===== config.mk =====
export PLATFORM = sky130hd
export DESIGN_NAME = truth_table_sweeper
export DESIGN_NICKNAME = d
export VERILOG_FILES = /design/src/rtl/truth_table_sweeper.sv
export SDC_FILE = /design/constraint.sdc
export NUM_CORES = 1
export LEC_CHECK = 0
export CAP_MARGIN = 30
export CORE_MARGIN = 2
export CORE_UTILIZATION = 50
export CTS_CLUSTER_DIAMETER = 30
export DETAILED_ROUTE_END_ITERATION = 12
export GPL_ROUTABILITY_DRIVEN = 0
export PLACE_DENSITY = 0.76
export SETUP_SLACK_MARGIN = 0.4
export SLEW_MARGIN = 25
export SYNTH_ARGS = -nofsm -noshare
export SYNTH_HDL_FRONTEND = slang
export SYNTH_SLANG_ARGS = --single-unit
export TNS_END_PERCENT = 5

===== constraint.sdc =====
create_clock -name clk -period 3.7 [get_ports clk]
set_input_delay 0.555 -clock clk [delete_from_list [all_inputs] [get_ports clk]]
set_output_delay 0.555 -clock clk [all_outputs]
set_load 0.02 [all_outputs]

===== src/rtl/truth_table_sweeper.sv =====
// Sweeps all eight input rows of a 3-input gate, samples its output after a settle
// time, and compares the assembled hex truth-table code against a latched expectation.
module truth_table_sweeper #(
    parameter int SETTLE_CYCLES = 2,
    parameter int CNT_W         = 4
) (
    input  logic             clk,
    input  logic             rst_n,
    input  logic             start,
    input  logic [7:0]       expected,
    input  logic             gate_out,
    output logic             in1,
    output logic             in2,
    output logic             in3,
    output logic             busy,
    output logic             done,
    output logic [7:0]       table_out,
    output logic [7:0]       mismatch_mask,
    output logic             match,
    output logic [7:0]       err_count
);

    typedef enum logic [1:0] {
        IDLE,
        ROW,
        DONE
    } state_t;

    localparam logic [CNT_W-1:0] SETTLE = CNT_W'(SETTLE_CYCLES);

    state_t           state_q, state_d;
    logic [2:0]       idx_q, idx_d;
    logic [CNT_W-1:0] cnt_q, cnt_d;
    logic [7:0]       work_q, work_d;
    logic [7:0]       exp_q, exp_d;
    logic [2:0]       in_q, in_d;
    logic             busy_q, busy_d;
    logic             done_q, done_d;
    logic [7:0]       table_q, table_d;
    logic [7:0]       mask_q, mask_d;
    logic             match_q, match_d;
    logic [7:0]       err_q, err_d;

    always_ff @(posedge clk) begin
        if (!rst_n) begin
            state_q <= IDLE;
            idx_q   <= 3'd0;
            cnt_q   <= '0;
            work_q  <= 8'h00;
            exp_q   <= 8'h00;
            in_q    <= 3'b000;
            busy_q  <= 1'b0;
            done_q  <= 1'b0;
            table_q <= 8'h00;
            mask_q  <= 8'h00;
            match_q <= 1'b0;
            err_q   <= 8'h00;
        end else begin
            state_q <= state_d;
            idx_q   <= idx_d;
            cnt_q   <= cnt_d;
            work_q  <= work_d;
            exp_q   <= exp_d;
            in_q    <= in_d;
            busy_q  <= busy_d;
            done_q  <= done_d;
            table_q <= table_d;
            mask_q  <= mask_d;
            match_q <= match_d;
            err_q   <= err_d;
        end
    end

    // Result registers load on the edge entering DONE so they are already valid while done=1.
    always_comb begin
        state_d = state_q;
        idx_d   = idx_q;
        cnt_d   = cnt_q;
        work_d  = work_q;
        exp_d   = exp_q;
        table_d = table_q;
        mask_d  = mask_q;
        match_d = match_q;
        err_d   = err_q;

        case (state_q)
            IDLE, DONE: begin
                state_d = IDLE;
                if (start) begin
                    state_d = ROW;
                    exp_d   = expected;
                    work_d  = 8'h00;
                    idx_d   = 3'd0;
                    cnt_d   = '0;
                end
            end
            ROW: begin
                if (cnt_q == SETTLE) begin
                    work_d[3'd7 - idx_q] = gate_out;
                    cnt_d = '0;
                    if (idx_q == 3'd7) begin
                        state_d = DONE;
                        table_d = work_d;
                        mask_d  = work_d ^ exp_q;
                        match_d = (work_d == exp_q);
                        if ((work_d != exp_q) && (err_q != 8'hFF)) begin
                            err_d = err_q + 8'd1;
                        end
                    end else begin
                        idx_d = idx_q + 3'd1;
                    end
                end else begin
                    cnt_d = cnt_q + {{(CNT_W-1){1'b0}}, 1'b1};
                end
            end
            default: state_d = IDLE;
        endcase

        in_d   = (state_d == ROW) ? idx_d : 3'b000;
        busy_d = (state_d == ROW);
        done_d = (state_d == DONE);
    end

    assign {in1, in2, in3} = in_q;
    assign busy            = busy_q;
    assign done            = done_q;
    assign table_out       = table_q;
    assign mismatch_mask   = mask_q;
    assign match           = match_q;
    assign err_count       = err_q;

endmodule


==> metrics <==
outcome completed; Seq cells post-synth 55; Crit Path Category register to register; drt drc 0; Compound-Gate Fraction of Synth Area 0.170; vias in the first global route 1863; Antenna Nets Post-Route 0; cts bufs inserted 5; slowest cell on the critical path nor3b_2; Worst Setup Start Kind register; Post-CTS Resized 0; number of hold buffers added after CTS 0; dominant cell type by area after synthesis dfxtp_1; Yosys warnings 0; final worst slack 1.23 ns; routed vias/inst 5.26; Overall Power 0.00116 W; top-count cell post-synth nand2_1; Post-CTS Setup Bufs 0; Post-synth EDFFs 0; register area share after synthesis 0.431; CORE AREA 5010 sq um; synthesized area 2550 sq um; Post-Layout Inst Area 3150 sq um; Worst slew margin 0.567; Max IR drop VDD 172 uV; pwr/cell area 369 nW/um^2; Overflow after GRT 0; Worst Max-Slew Pin Slew 0.647 ns; pre-CTS setup slack 0.999 ns; first-pass GRT wire length 8520 um; # setup viols final 0; delay of the slowest critical-path stage 0.45 ns; top cells by count, synth nand2_1 (60), dfxtp_1 (55), a21boi_1 (20); Critical Path RT 3.94 ns; share of cells above drive strength 1 0.0685; fin nets 336; Post-Synth Simple-Gate Area 0.246; final period utilization 0.667; Clock Skew 0.00997 ns; Filler cells 454; area of the die 5690 sq um; largest family of logic cells by synthesized area simple AND/OR/NAND/NOR gates; Max Clk Rate 405 MHz; CP top delay family simple AND/OR/NAND/NOR gates; Yosys top cell area share 0.431; fin cells 391; ys async rst share 0; dpl cell area 3020 sq um; net count after synthesis 299; Final min period 2.47 ns; diode count 0; max-cap violations 0; crit-path max FO 11; initial antenna violation count 0; Total GRT Usage 0.195; area of the multi-input gates 1360 sq um; Syn Area/Cell 9.02 sq um; WP data arrival 2.71 ns; DRT Pass-1 Iters 4; post-synth cell types 37; Critical Path End Type register; Die Y 75.5 um; H-Tree Depth 2; placed cells 383; I/O pin cnt 42; Clock Tree Buf Depth 2; ranking of synthesized cells by area dfxtp_1 (43%), nand2_1 (8.8%), mux2i_1 (6.3%), a21boi_1 (5.9%), nor2b_1 (3.7%); RSZ-0062 raised after global routing no; Slew Limit Fails 0; largest net degree at the start of global routing 26; DP HPWL 3760 um; WL final 5210 um; Layout area overhead 23.3%; Clock Pin Slew Worst Setup and Hold Paths 0.10 ns; Worst Path Buf+Inv 0; clk sink count 55; Final Hold Fails 0; DR WL/cell 13.3 um; Hold Crit Class register to register; Post-Syn Instances 283; FF/Latch Area 1100 sq um; multiplexer share of the synthesized area 0.0681; ys flop type dfxtp_1; Post-Synth Adder-Cell Area 0.0196; Setup TNS Final 0 ns; # rows 26; Post-Synth XOR/XNOR Area 0.0304; DR vias 2057; Iter 0 DRT Violations 86; cells along the critical path ha_1 -> nor3b_2 -> nand2_1 -> nor2_1 -> o21ai_1 -> a2111oi_1 -> mux2i_1; clock root cell clkbuf_8; IO buf count 41; clk_lat worst skew 0.31 ns; Initial Util 0.509; chip width 75.5 um; LEAKAGE 1.18 nW; CTS tree built
metal layers:
layer  vias up  part of all wire  global-route usage
met5         -                 0                   0
met4         0            0.0081              0.0409
met3         6             0.044              0.0463
met2        46              0.46               0.322
met1       952              0.49               0.262
li1       1053                 -                   -
registers in the layout, indices dropped and copies added (netlist names):
| register | cells |
|---|---|
| table_out | 8 |
| match | 1 |
| work_q | 8 |
| err_count | 8 |
| state_q | 2 |
| idx_q | 3 |
| mismatch_mask | 8 |
| done | 1 |
| cnt_q | 4 |
| busy | 1 |
| exp_q | 8 |
| in_q | 3 |
tightest hold or removal path: stages (launching register included):
cell and delay [ns]:
dfxtp_1 0.32, nand2_1 0.05, a21boi_1 0.05
worst paths after layout:
kind	end	slack, ns	cells past startpoint	start
min	match	0.46	2	match
max	err_count[7]	1.23	7	cnt_q[1]
min reg2reg	match	0.46	2	match
max reg2reg	err_count[7]	1.23	7	cnt_q[1]
metrics by stage:
| stage | utilization | hold WS (ns) |
|---|---|---|
| 3_3_place_gp | 0.602 | 0.442 |
| 4_1_cts | 0.628 | 0.459 |
| 3_5_place_dp | 0.602 | 0.446 |
| 6_report | 0.628 | 0.456 |
| 2_1_floorplan | - | 0.443 |
| 5_1_grt | 0.628 | 0.482 |
cells by family (layout without fill, tap and decap cells):
kind of cell / count (synthesis) / after routing
and+or+nand+nor: 117 / 117
DFF: 55 / 55
xor gates and xnor gates: 8 / 8
adders and majority gates: 4 / 4
AOI/OAI and AO/OA: 62 / 62
muxes: 17 / 17
buffers and inverters: 20 / 58
cell usage in the layout (no fill, tap or decap), types with 3 or more instances in the layout:
cell type        Yosys  layout
nand4_1              4       4
o21ai_0              8       8
a21oi_1              8       8
clkbuf_8             0       5
nor2b_1             15      15
ha_1                 4       4
xnor2_1              7       7
o211a_1              6       6
inv_1                4       4
mux2i_1             16      16
nand2b_1             8       8
dfxtp_1             55      55
clkdlybuf4s50_1      0      41
a21boi_1            20      20
and3b_1              3       3
a22oi_1              8       8
nand2_1             60      60
buf_4                1       5
nor3b_2              4       4
nand3_1              3       3
and2_1               3       3
o21ai_1              5       5
nor2_1               8       8
final cells by class:
| cell class | count | area share |
|---|---|---|
| repair buffers | 46 | 0.142 |
| clock buffers | 6 | 0.0231 |
| flip-flops and latches | 55 | 0.350 |
| inverters | 4 | 0.00477 |
| clock inverters | 2 | 0.0191 |
| multi-input cells | 208 | 0.433 |
| well taps | 70 | 0.0278 |
report_power, final:
group	switching (W)	leakage, nW	internal [W]
combinational	0.0000508	0.670	0.0000401
sequential	0.00000716	0.445	0.000600
clock	0.000192	0.0654	0.000271
No activity file was read; power rests on OpenSTA's default activity.
